File: config.mk
export PLATFORM = sky130hd
export DESIGN_NAME = fdiv_arbiter
export DESIGN_NICKNAME = d
export VERILOG_FILES = /design/src/rtl/fdiv_arbiter_pkg.sv /design/src/rtl/fdiv_rsp_fifo.sv /design/src/rtl/fdiv_arbiter.sv
export SDC_FILE = /design/constraint.sdc
export NUM_CORES = 1
export LEC_CHECK = 0
export CAP_MARGIN = 20
export CORE_ASPECT_RATIO = 1.1
export CORE_UTILIZATION = 42
export DETAILED_ROUTE_END_ITERATION = 6
export HOLD_SLACK_MARGIN = 0.1
export PLACE_DENSITY_LB_ADDON = 0.2
export SLEW_MARGIN = 20
export SYNTH_ARGS = -nofsm -noshare
export SYNTH_HDL_FRONTEND = slang
export SYNTH_SLANG_ARGS = --single-unit
File: constraint.sdc
create_clock -name clk -period 4.2 [get_ports clk]
set_clock_uncertainty 0.2 [all_clocks]
set_input_delay 0.84 -clock clk [delete_from_list [all_inputs] [get_ports clk]]
set_output_delay 0.84 -clock clk [all_outputs]
set_load 0.05 [all_outputs]
File: src/rtl/fdiv_arbiter_pkg.sv
// Shared flag indices and requester/tag types for the two-port FP divider arbiter.
package fdiv_arbiter_pkg;

  localparam int FLAG_W = 3;
  localparam int OVF    = 2;
  localparam int UNF    = 1;
  localparam int EXC    = 0;

  typedef enum logic {
    REQ0 = 1'b0,
    REQ1 = 1'b1
  } req_id_e;

  typedef struct packed {
    logic    valid;
    req_id_e id;
  } tag_t;

endpackage

File: src/rtl/fdiv_rsp_fifo.sv
// First-word fall-through response FIFO; a pop and a write on a full FIFO both succeed.
module fdiv_rsp_fifo #(
  parameter int W     = 35,
  parameter int DEPTH = 4
) (
  input  logic         clk,
  input  logic         reset,
  input  logic         wrEn_i,
  input  logic [W-1:0] wrData_i,
  input  logic         popReady_i,
  output logic         valid_o,
  output logic [W-1:0] data_o
);

  localparam int AW = (DEPTH > 1) ? $clog2(DEPTH) : 1;
  localparam int CW = $clog2(DEPTH + 1);

  logic [W-1:0]  mem_q [DEPTH];
  logic [AW-1:0] wrPtr_q, wrPtr_d, rdPtr_q, rdPtr_d;
  logic [CW-1:0] count_q, count_d;
  logic          doPop, doWrite;

  function automatic logic [AW-1:0] bump(input logic [AW-1:0] p);
    return (p == AW'(DEPTH - 1)) ? '0 : p + AW'(1);
  endfunction

  assign valid_o = (count_q != '0);
  assign data_o  = mem_q[rdPtr_q];
  assign doPop   = popReady_i && valid_o;
  assign doWrite = wrEn_i && ((count_q != CW'(DEPTH)) || doPop);

  always_comb begin
    wrPtr_d = doWrite ? bump(wrPtr_q) : wrPtr_q;
    rdPtr_d = doPop ? bump(rdPtr_q) : rdPtr_q;
    count_d = count_q;
    if (doWrite && !doPop) begin
      count_d = count_q + CW'(1);
    end else if (doPop && !doWrite) begin
      count_d = count_q - CW'(1);
    end
  end

  // Storage is cleared too so the response outputs read zero out of reset.
  always_ff @(posedge clk or negedge reset) begin
    if (!reset) begin
      for (int i = 0; i < DEPTH; i++) begin
        mem_q[i] <= '0;
      end
      wrPtr_q <= '0;
      rdPtr_q <= '0;
      count_q <= '0;
    end else begin
      if (doWrite) begin
        mem_q[wrPtr_q] <= wrData_i;
      end
      wrPtr_q <= wrPtr_d;
      rdPtr_q <= rdPtr_d;
      count_q <= count_d;
    end
  end

endmodule

File: src/rtl/fdiv_arbiter.sv
// Round-robin, credit-based arbiter sharing one pipelined FP divider between two requesters.
module fdiv_arbiter
  import fdiv_arbiter_pkg::*;
#(
  parameter int XLEN      = 32,
  parameter int LAT       = 3,
  parameter int RSP_DEPTH = 4
) (
  input  logic              clk,
  input  logic              reset,
  input  logic              req0_valid,
  output logic              req0_ready,
  input  logic [XLEN-1:0]   req0_a,
  input  logic [XLEN-1:0]   req0_b,
  input  logic              req1_valid,
  output logic              req1_ready,
  input  logic [XLEN-1:0]   req1_a,
  input  logic [XLEN-1:0]   req1_b,
  output logic              rsp0_valid,
  input  logic              rsp0_ready,
  output logic [XLEN-1:0]   rsp0_result,
  output logic [FLAG_W-1:0] rsp0_flags,
  output logic              rsp1_valid,
  input  logic              rsp1_ready,
  output logic [XLEN-1:0]   rsp1_result,
  output logic [FLAG_W-1:0] rsp1_flags,
  output logic              div_valid,
  output logic [XLEN-1:0]   div_a,
  output logic [XLEN-1:0]   div_b,
  input  logic [XLEN-1:0]   div_result,
  input  logic [FLAG_W-1:0] div_flags
);

  localparam int CW = $clog2(RSP_DEPTH + 1);
  localparam int RW = XLEN + FLAG_W;

  logic [CW-1:0]   credit0_q, credit0_d, credit1_q, credit1_d;
  req_id_e         prioPtr_q, prioPtr_d;
  logic            elig0, elig1, grant0, grant1, grantAny;
  logic            pop0, pop1, wr0, wr1;
  logic            divValid_q;
  logic [XLEN-1:0] divA_q, divB_q;
  tag_t            tag_q [LAT];
  logic [RW-1:0]   divWord, rspWord0, rspWord1;

  function automatic logic [CW-1:0] nextCredit(input logic [CW-1:0] c, input logic inc,
                                               input logic dec);
    if (inc && !dec) return c + CW'(1);
    if (dec && !inc) return c - CW'(1);
    return c;
  endfunction

  // Credits cover in-flight ops plus queued responses, so a landing result always has room.
  // Eligibility is gated by reset so no ready leaks out while reset is held.
  assign elig0 = reset && req0_valid && (credit0_q < CW'(RSP_DEPTH));
  assign elig1 = reset && req1_valid && (credit1_q < CW'(RSP_DEPTH));

  always_comb begin
    grant0 = elig0;
    grant1 = elig1;
    if (elig0 && elig1) begin
      grant0 = (prioPtr_q == REQ0);
      grant1 = (prioPtr_q == REQ1);
    end
  end

  assign grantAny   = grant0 || grant1;
  assign req0_ready = grant0;
  assign req1_ready = grant1;
  assign pop0       = rsp0_valid && rsp0_ready;
  assign pop1       = rsp1_valid && rsp1_ready;
  assign prioPtr_d  = grantAny ? (grant0 ? REQ1 : REQ0) : prioPtr_q;
  assign credit0_d  = nextCredit(credit0_q, grant0, pop0);
  assign credit1_d  = nextCredit(credit1_q, grant1, pop1);

  always_ff @(posedge clk or negedge reset) begin
    if (!reset) begin
      credit0_q  <= '0;
      credit1_q  <= '0;
      prioPtr_q  <= REQ0;
      divValid_q <= 1'b0;
      divA_q     <= '0;
      divB_q     <= '0;
    end else begin
      credit0_q  <= credit0_d;
      credit1_q  <= credit1_d;
      prioPtr_q  <= prioPtr_d;
      divValid_q <= grantAny;
      if (grantAny) begin
        divA_q <= grant0 ? req0_a : req1_a;
        divB_q <= grant0 ? req0_b : req1_b;
      end
    end
  end

  // The tag enters alongside the grant, so its last stage lines up with div_result
  // LAT cycles after the handshake cycle.
  always_ff @(posedge clk or negedge reset) begin
    if (!reset) begin
      for (int i = 0; i < LAT; i++) begin
        tag_q[i] <= '{valid: 1'b0, id: REQ0};
      end
    end else begin
      tag_q[0] <= '{valid: grantAny, id: (grant1 ? REQ1 : REQ0)};
      for (int i = 1; i < LAT; i++) begin
        tag_q[i] <= tag_q[i-1];
      end
    end
  end

  assign div_valid = divValid_q;
  assign div_a     = divA_q;
  assign div_b     = divB_q;
  assign divWord   = {div_flags, div_result};
  assign wr0       = tag_q[LAT-1].valid && (tag_q[LAT-1].id == REQ0);
  assign wr1       = tag_q[LAT-1].valid && (tag_q[LAT-1].id == REQ1);

  fdiv_rsp_fifo #(.W(RW), .DEPTH(RSP_DEPTH)) u_rspFifo0 (
    .clk        (clk),
    .reset      (reset),
    .wrEn_i     (wr0),
    .wrData_i   (divWord),
    .popReady_i (rsp0_ready),
    .valid_o    (rsp0_valid),
    .data_o     (rspWord0)
  );

  fdiv_rsp_fifo #(.W(RW), .DEPTH(RSP_DEPTH)) u_rspFifo1 (
    .clk        (clk),
    .reset      (reset),
    .wrEn_i     (wr1),
    .wrData_i   (divWord),
    .popReady_i (rsp1_ready),
    .valid_o    (rsp1_valid),
    .data_o     (rspWord1)
  );

  assign rsp0_result = rspWord0[XLEN-1:0];
  assign rsp1_result = rspWord1[XLEN-1:0];
  assign rsp0_flags  = {rspWord0[XLEN+OVF], rspWord0[XLEN+UNF], rspWord0[XLEN+EXC]};
  assign rsp1_flags  = {rspWord1[XLEN+OVF], rspWord1[XLEN+UNF], rspWord1[XLEN+EXC]};

endmodule

Word-level counts from Yosys, hierarchy flattened:

Cells that the tools add are included.

* register bits: 371
* input bits: 169
* output and inout bits: 139
* word-level logic and storage cells: 133

* add/subtract/negate cells: 12
* order comparisons: 8
* equal/unequal tests: 6
* mux-type cells: 40
* bitwise gates (word level): 6
* reductions and logical operators: 36

Operator list (number)
* bitwise mux 140 bit: 2
* two-way mux 35 bit: 6
* binary-select mux 35 bit (select 2 bit): 2
* demux 35 bit (select 2 bit): 2
* two-way mux 32 bit: 2
* two-way mux 3 bit: 12
* logical AND 1 bit: 21
* adder 3 x 1 -> 3 bit, second input constant: 4
* greater-or-equal comparator 3 bit, second input constant: 4
* inverter 2 -> 3 bit: 4
* subtractor 3 x 1 -> 3 bit, second input constant: 4
* two-way mux 1 bit: 10
* adder 2 x 1 -> 2 bit, second input constant: 4
* == test 2 bit, second input constant: 4
* two-way mux 2 bit: 4
* nonzero test 2 bit: 4
* zero test 1 bit: 6
* < comparator 3 x 1 -> 1 bit, second input constant: 2
* < comparator 3 bit, second input constant: 2
* inequality test 3 bit, second input constant: 2
* nonzero test 3 bit: 2
* logical OR 1 bit: 3
* inverter 1 bit: 2

Depth between registers and ports, before layout:

Gate-level depths: netlist of run 1.

* word-level depth: 10
* depth in mapped cells: 8
* gate-level depth less buffers: 8

By module:

Synthesis of run 1 repeated with hierarchy kept, for this count alone.

* cells, all modules: 1153
* area, all modules: 16636.0 sq um

By module, submodules not included
* fdiv_rsp_fifo: instances 2, cells an instance 375, area each 6497.5 sq um
* fdiv_arbiter: instances 1, cells an instance 403, area each 3641.0 sq um

Least setup slack after synthesis of run 1:

OpenSTA, ideal clock, no wires.

* path type: in2reg
* from: input port reset
* to: register credit1_q[2]
* library setup time: 0.079 ns
* arrival: 2.833 ns
* required time: 3.921 ns
* path slack: 1.088 ns
* stages: 8
* buffers on the path: 2
* path through: clkbuf_1 -> buf_1 -> and3_1 -> inv_1 -> ha_1 -> nand2b_1 -> o21ai_0 -> xor2_1

* word-level cells in the longest chain between the ends: 9

RTL lines
* start, declared: RTL line fdiv_arbiter.sv:10 `input logic reset,`
* logical AND 1 bit, on equally long branches (2 in series): RTL line fdiv_arbiter.sv:55, fdiv_arbiter.sv:56
* logical AND 1 bit: RTL line fdiv_arbiter.sv:61 `if (elig0 && elig1) begin`
* two-way mux 1 bit *: RTL line fdiv_arbiter.sv:61
* net req1_ready: RTL line fdiv_arbiter.sv:16 `output logic req1_ready,`
* zero test 1 bit: RTL line fdiv_arbiter.sv:49 `if (dec && !inc) return c - CW'(1);`
* logical AND 1 bit: RTL line fdiv_arbiter.sv:49
* two-way mux 3 bit or two-way mux 1 bit (tied branches): RTL line fdiv_arbiter.sv:49
* two-way mux 3 bit or two-way mux 1 bit (tied branches): RTL line fdiv_arbiter.sv:50, fdiv_arbiter.sv:49
* two-way mux 3 bit or nonzero test 2 bit (tied branches)
* end signal, assigned: RTL line fdiv_arbiter.sv:86 `credit1_q <= credit1_d;`
* end, declared: RTL line fdiv_arbiter.sv:37 `logic [CW-1:0] credit0_q, credit0_d, credit1_q, credit1_d;`

Mark *: on every way through the listed nets, which the timed path passes. The rest lies on a longest branch. The select of a mux whose other input is x is not followed.
A chain may end at the register's enable or synchronous reset.

Worst setup path after layout of run 1:

* from: register u_rspFifo0.rdPtr_q[1]
* to: output port rsp0_result[1]

* word-level cells in the longest chain between the ends: 4

RTL lines
* start, declared: RTL line fdiv_rsp_fifo.sv:19 `logic [AW-1:0] wrPtr_q, wrPtr_d, rdPtr_q, rdPtr_d;`
* start signal, assigned: RTL line fdiv_rsp_fifo.sv:57 `rdPtr_q <= rdPtr_d;`
* inverter 2 -> 3 bit (not written as such): RTL line fdiv_rsp_fifo.sv:28 `assign data_o = mem_q[rdPtr_q];`
* binary-select mux 35 bit (select 2 bit): RTL line fdiv_rsp_fifo.sv:28
* two-way mux 35 bit (not written as such) (2 in series): RTL line fdiv_rsp_fifo.sv:28
* end, declared: RTL line fdiv_arbiter.sv:21 `output logic [XLEN-1:0] rsp0_result,`

Every way passes these cells. The select of a mux whose other input is x is not followed.

==> summary.md, run 1 <==
| Metric | Value |
|---|---|
| Post-layout min period | `3.82 ns` |
| Status | `finished clean` |
| Synth warnings | `0` |
| Peak supply drop | `0.381 mV` |
| Final net count | `1,520` |
| Port Buffer Count | `307` |
| Post-DP HPWL | `26,800 µm` |
| Number of setup violations in the final report | `0` |
| TritonRoute pass-1 iters | `5` |
| Initial Util | `42.5%` |
| First-pass GRT wire length | `66,100 µm` |
| Internal Power | `11.5 mW` |
| Crit. End Element | `output pin` |
| Synth Net Count | `1,221` |
| Sw Share | `39.5%` |
| DRT Wirelength | `42,100 µm` |
| Synthesis-stage register bit count | `371` |
| Final setup TNS | `0 ns` |
| Core region area | `0.0402 mm²` |
| Pwr Total | `19.1 mW` |
| Die X | `194 µm` |
| Commonest cells after routing, fill and taps aside | `367 x dfrtp_1, 304 x clkdlybuf4s50_1, 157 x mux2_2` |
| Cell chosen for the clock root | `clkbuf_16` |
| Placed cells | `1,797` |
| P per Cell Area | `859 mW/mm²` |
| Pin count of the biggest net entering global routing | `138` |
| DRC viols | `0` |
| Req. time, crit path | `3.16 ns` |
| CP startpoint kind | `flop` |
| H-tree Lvls | `2` |
| Max incr delay on CP | `0.81 ns` |
| Buf/Inv on CP | `2` |
| Layout Cells excl Fill | `1,874` |
| DIE HEIGHT | `213 µm` |
| Pleak | `9.21 nW` |
| CTS max path bufs | `3` |
| Fmax | `262 MHz` |
| CTS tree | `yes` |
| Seq/Total Area, Yosys | `54.4%` |
| Clock Latency Late Sink | `0.54 ns` |
| Critical setup path kind | `flop to output pin` |
| GPL Wtd Cong | `0.734` |
| Fillers | `3,212` |
| RSZ-0062 raised after global routing | `false` |
| Slew @ Worst Pin | `1.07 ns` |
| Fin crit share | `90.9%` |
| Initial antenna violation count | `0` |
| Distinct cell type count after synthesis | `34` |
| Sequential Power Share | `31.9%` |
| CP cell instances | `buf_4 > mux4_2 > clkdlybuf4s50_1` |
| GRT Overall Usage | `20.7%` |
| Sequential cell area | `0.00929 mm²` |
| Antenna-violating nets left | `0` |
| Combinational power share | `48.5%` |
| Layout cells sized above 1 | `38.6%` |
| Post-CTS Resized | `0` |
| Top delay family on crit path | `buffers and inverters` |
| Most common library cell in the layout ignoring fill and taps | `dfrtp_1` |
| Die area | `0.0415 mm²` |
| Clock buffer count from CTS | `42` |
| Final number of hold-violating endpoints | `0` |
| Row cnt | `77` |
| Clock Sink Count | `371` |
| I/O pin cnt | `308` |
| DR vias | `10.2k` |
| Max-slew violations | `0` |
| Vias in the first global route | `11.2k` |
| Critical Path AT | `2.78 ns` |
| 1st-iter DRT viols | `467` |
| P_sw | `7.53 mW` |
| CP max stage cell | `dfrtp_2` |
| GRT overflow | `0` |
| Mean routed wirelength per cell | `22.4 µm` |
| Gate Count Post-Synth | `1,030` |
| Area of the multi-input gates | `0.00739 mm²` |
| Clock power frac | `19.6%` |
| Max FO, Critical Path | `23` |
| Worst slew margin | `28.7%` |
| Hold Path Class | `flop to flop` |
| Synth Cell Area | `0.0171 mm²` |
| Vias/cell | `5.47` |
| Max-capacitance violation count | `0` |
| Layout area overhead | `29.9%` |
| CTS clk-pin slew, worst paths | `0.06 ns` |
| Synthesized area per cell | `16.6 µm²` |
| Hold_ws | `0.143 ns` |
==> sequential cells by signal (all words and copies together), names as in the netlist <==
name	flops
u_rspFifo0.mem_q	140
u_rspFifo1.mem_q	140
div_a	32
div_b	32
tag_q	6
credit0_q	3
credit1_q	3
u_rspFifo0.count_q	3
u_rspFifo1.count_q	3
u_rspFifo0.rdPtr_q	2
u_rspFifo0.wrPtr_q	2
u_rspFifo1.rdPtr_q	2
u_rspFifo1.wrPtr_q	2
prioPtr_q	1
==> logic make-up (layout without fill, tap and decap cells) <==
family	Yosys count	in the layout	synth area share (%)
muxes	360	360	31.0
other	0	1	0
DFF	371	371	54.4
xor gates and xnor gates	12	12	0.615
and+or+nand+nor	102	102	5.18
AOI/OAI and AO/OA	70	70	4.41
adders and majority gates	22	22	1.70
buffers and inverters	93	423	2.75
==> final timing paths <==
check | slack [ns] | startpoint | cells past startpoint | end
min in group asynchronous | 0.61 | reset | 2 | div_b[29]
max in group asynchronous | 1.57 | reset | 4 | u_rspFifo1.mem_q[117]
min | 0.14 | tag_q[4] | 0 | tag_q[2]
max | 0.38 | u_rspFifo0.rdPtr_q[1] | 3 | rsp0_result[1]
min reg2reg | 0.14 | tag_q[4] | 0 | tag_q[2]
max reg2reg | 1.16 | tag_q[0] | 4 | u_rspFifo1.mem_q[36]
==> cell usage after synthesis (all sizes together) <==
cell type	n	area [µm²]
nor4b	2	47.6
xnor2	6	52.6
or3b	1	8.76
nand4b	64	561
inv	15	56.3
o221a	64	721
o21ai	5	25.0
ha	20	250
dfrtp	371	9280
buf	46	293
fa	2	40.0
nor3	1	10.0
nor2b	4	25.0
mux2	290	3720
nand4bb	2	22.5
nand2	6	25.0
o21a	1	7.51
and3	2	12.5
nand3b	1	7.51
mux4	70	1580
nand2b	2	12.5
nor3b	5	82.6
xor2	6	52.6
nor4bb	3	30.0
nor2	7	26.3
clkbuf	32	120
or3	2	13.8
==> repair_timing <==
item	4_1_cts	5_1_grt
hold buffers	1	0
endpoints found under the hold margin	15	0
buffers inserted	0	0
==> worst reg2reg max path, cell delays in order, from the launching register on <==
cell	delay, ns
dfrtp_1	0.60
nand2_2	0.26
nor3b_4	0.92
buf_4	0.56
mux2_2	0.39
==> power groups by stage <==
| stage | clock (mW) | sequential [mW] | combinational (mW) |
|---|---|---|---|
| after detailed placement | 0 | 6.09 | 9.36 |
| after global routing | 3.99 | 6.28 | 9.71 |
| final | 3.74 | 6.08 | 9.24 |
| after CTS | 3.84 | 6.08 | 9.35 |
| after floorplan | 0 | 6.80 | 5.63 |
| after global placement | 0 | 6.06 | 9.25 |
==> through the flow <==
stage	worst slack, ns	cell area [µm²]	util [%]
floorplan	1.09	17100	-
global placement	0.535	20800	51.7
detailed placement	0.485	20800	51.7
CTS	0.312	22200	55.2
global route	0.273	22200	55.2
finish	0.383	22200	55.2
==> area by class of cell <==
type	instances	share of cell area [%]
Sequential cell	371	41.9
Multi-Input combinational cell	566	33.3
Timing Repair Buffer	333	15.3
Clock buffer	59	5.44
Tap cell	513	2.89
Clock inverter	16	0.936
Inverter	15	0.254
Antenna cell	1	0.0113
==> metal layers <==
metal  vias to the layer above  GRT usage, %  routed length [µm]
met3                        54          4.70                2380
met4                         0          5.64                 875
met2                       297          35.4               20800
met1                      5359          26.5               18000
met5                         -             0                   0
li1                       4537             -                   -
No activity file was read; power rests on OpenSTA's default activity.
==> inputs of run 2 (changes only) <==
- CTS_CLUSTER_SIZE: unset -> 28
- SETUP_SLACK_MARGIN: unset -> 0.05
- SKIP_CTS_REPAIR_TIMING: unset -> 1
==> summary.md, run 2 (synthesized netlist as in run 1, its figures left out) <==
| Metric | Value |
|---|---|
| Port Buffer Count | `307 (unchanged)` |
| P per Cell Area | `859 mW/mm² (about the same)` |
| Cell chosen for the clock root | `clkbuf_16` |
| CP cell instances | `buf_4 > mux4_2 > clkdlybuf4s50_1` |
| Pwr Total | `19.1 mW (about the same)` |
| Hold Path Class | `flop to flop` |
| DRT Wirelength | `42,100 µm (about the same)` |
| Post-layout min period | `3.82 ns (+0.00609 ns)` |
| DIE HEIGHT | `213 µm (unchanged)` |
| Antenna-violating nets left | `0 (unchanged)` |
| Most common library cell in the layout ignoring fill and taps | `dfrtp_1` |
| Layout area overhead | `29.9% (unchanged)` |
| Worst r2r src | `tag_q[0]` |
| I/O pin cnt | `308 (unchanged)` |
| Fin crit share | `91.0% (+0.14 points)` |
| Row cnt | `77 (unchanged)` |
| Status | `finished clean` |
| Fmax | `262 MHz (-0.16%)` |
| Layout cells sized above 1 | `38.6% (unchanged)` |
| Worst Setup SP | `u_rspFifo0.rdPtr_q[1]` |
| DP Worst Slack | `0.485 ns (unchanged)` |
| Critical Path AT | `2.78 ns (about the same)` |
| Max-capacitance violation count | `0 (unchanged)` |
| Final setup TNS | `0 ns (unchanged)` |
| Clock buffer count from CTS | `42 (unchanged)` |
| GPL Wtd Cong | `0.734 (unchanged)` |
| CP startpoint kind | `flop` |
| Commonest cells after routing, fill and taps aside | `367 x dfrtp_1, 304 x clkdlybuf4s50_1, 157 x mux2_2` |
| Critical setup path kind | `flop to output pin` |
| DRC viols | `0 (unchanged)` |
| Max FO, Critical Path | `23 (unchanged)` |
| Number of setup violations in the final report | `0 (unchanged)` |
| Max incr delay on CP | `0.82 ns (about the same)` |
| Buf/Inv on CP | `2 (unchanged)` |
| Initial antenna violation count | `0 (unchanged)` |
| Sequential cell area | `0.00929 mm² (unchanged)` |
| Worst slew margin | `28.6% (-0.058 points)` |
| Core region area | `0.0402 mm² (unchanged)` |
| RSZ-0062 raised after global routing | `false` |
| Post-route cell area | `0.0222 mm² (unchanged)` |
| Req. time, crit path | `3.16 ns (about the same)` |
| Pin count of the biggest net entering global routing | `138 (unchanged)` |
| Area of the multi-input gates | `0.00739 mm² (unchanged)` |
| TritonRoute pass-1 iters | `7 (+2)` |
| Fillers | `3,212 (unchanged)` |
| GRT Overall Usage | `20.7% (about the same)` |
| CTS tree | `yes` |
| CTS max path bufs | `3 (unchanged)` |
| Post-layout util | `55.2% (unchanged)` |
| Setup ws final | `0.377 ns (-0.00609 ns)` |
| Clock Sink Count | `371 (unchanged)` |
| Final net count | `1,520 (unchanged)` |
| Peak supply drop | `0.381 mV (about the same)` |
| GRT overflow | `0 (unchanged)` |
| 1st-iter DRT viols | `470 (+0.64%)` |
| Initial Util | `42.5% (unchanged)` |
| Clock Latency Late Sink | `0.54 ns (about the same)` |
| Post-DP HPWL | `26,800 µm (unchanged)` |
| Mean routed wirelength per cell | `22.4 µm (about the same)` |
| Final number of hold-violating endpoints | `0 (unchanged)` |
| Placed cell area | `0.0208 mm² (unchanged)` |
| Max-slew violations | `0 (unchanged)` |
| First-pass GRT wire length | `66,100 µm (about the same)` |
| Die X | `194 µm (unchanged)` |
| H-tree Lvls | `2 (unchanged)` |
| Pleak | `9.21 nW (unchanged)` |
| Die area | `0.0415 mm² (unchanged)` |
| HP Start | `tag_q[4]` |
| DR vias | `10.3k (+0.26%)` |
| CP max stage cell | `dfrtp_2` |
| CTS clk-pin slew, worst paths | `0.06 ns (about the same)` |
| Slew @ Worst Pin | `1.07 ns (+0.000872 ns)` |
| Vias in the first global route | `11.2k (unchanged)` |
| Registers with the most flip-flops | `u_rspFifo0.mem_q (140), u_rspFifo1.mem_q (140)` |
| Crit. End Element | `output pin` |
| Vias/cell | `5.48 (+0.26%)` |
| Top delay family on crit path | `buffers and inverters` |
-- run 2: cell counts in the layout (fill, tap and decap cells not counted) --
Identical to the previous run, type by type.
-- run 2: where the power goes --
part           leakage [nW]  internal (mW)  switching [mW]
sequential             4.58           5.11           0.970
clock                 0.699           2.26            1.48
combinational          3.93           4.16            5.08
total                  9.21           11.5            7.53
-- run 2: worst register-to-register path, delay by kind of cell, from the launching register on --
family        cells  cell delay (ns)
flops             1             0.59
simple gates      2             1.18
buf+inv           1             0.56
mux               1             0.39
-- run 2: cell type report --
type	instances	share of cell area, %
flip-flops and latches	371	41.9
clock buffers	59	5.44
multi-input cells	566	33.3
repair buffers	333	15.3
inverters	15	0.254
well taps	513	2.89
diodes	1	0.0113
clock inverters	16	0.936
-- run 2: layer usage --
metal,global-route usage [%],wire (µm)
met5,0,0
met4,5.64,875
met3,4.95,2360
met2,35.4,20800
met1,26.3,18000
-- run 2: path summary, 6_finish.rpt --
check	endpoint	slack, ns	cells past startpoint
setup / recovery	rsp0_result[1]	0.38	3
hold / removal	tag_q[2]	0.14	0
setup reg to reg	u_rspFifo1.mem_q[36]	1.16	4
hold reg to reg	tag_q[2]	0.14	0
max in group asynchronous	u_rspFifo0.rdPtr_q[1]	1.53	4
min in group asynchronous	div_b[29]	0.61	2
-- run 2: stage by stage --
step	cells	hold WS [ns]
finish	1874	0.143
global route	1873	0.155
CTS	1872	-0.100
detailed placement	1797	0.135
global placement	1797	0.134
floorplan	1030	0.131
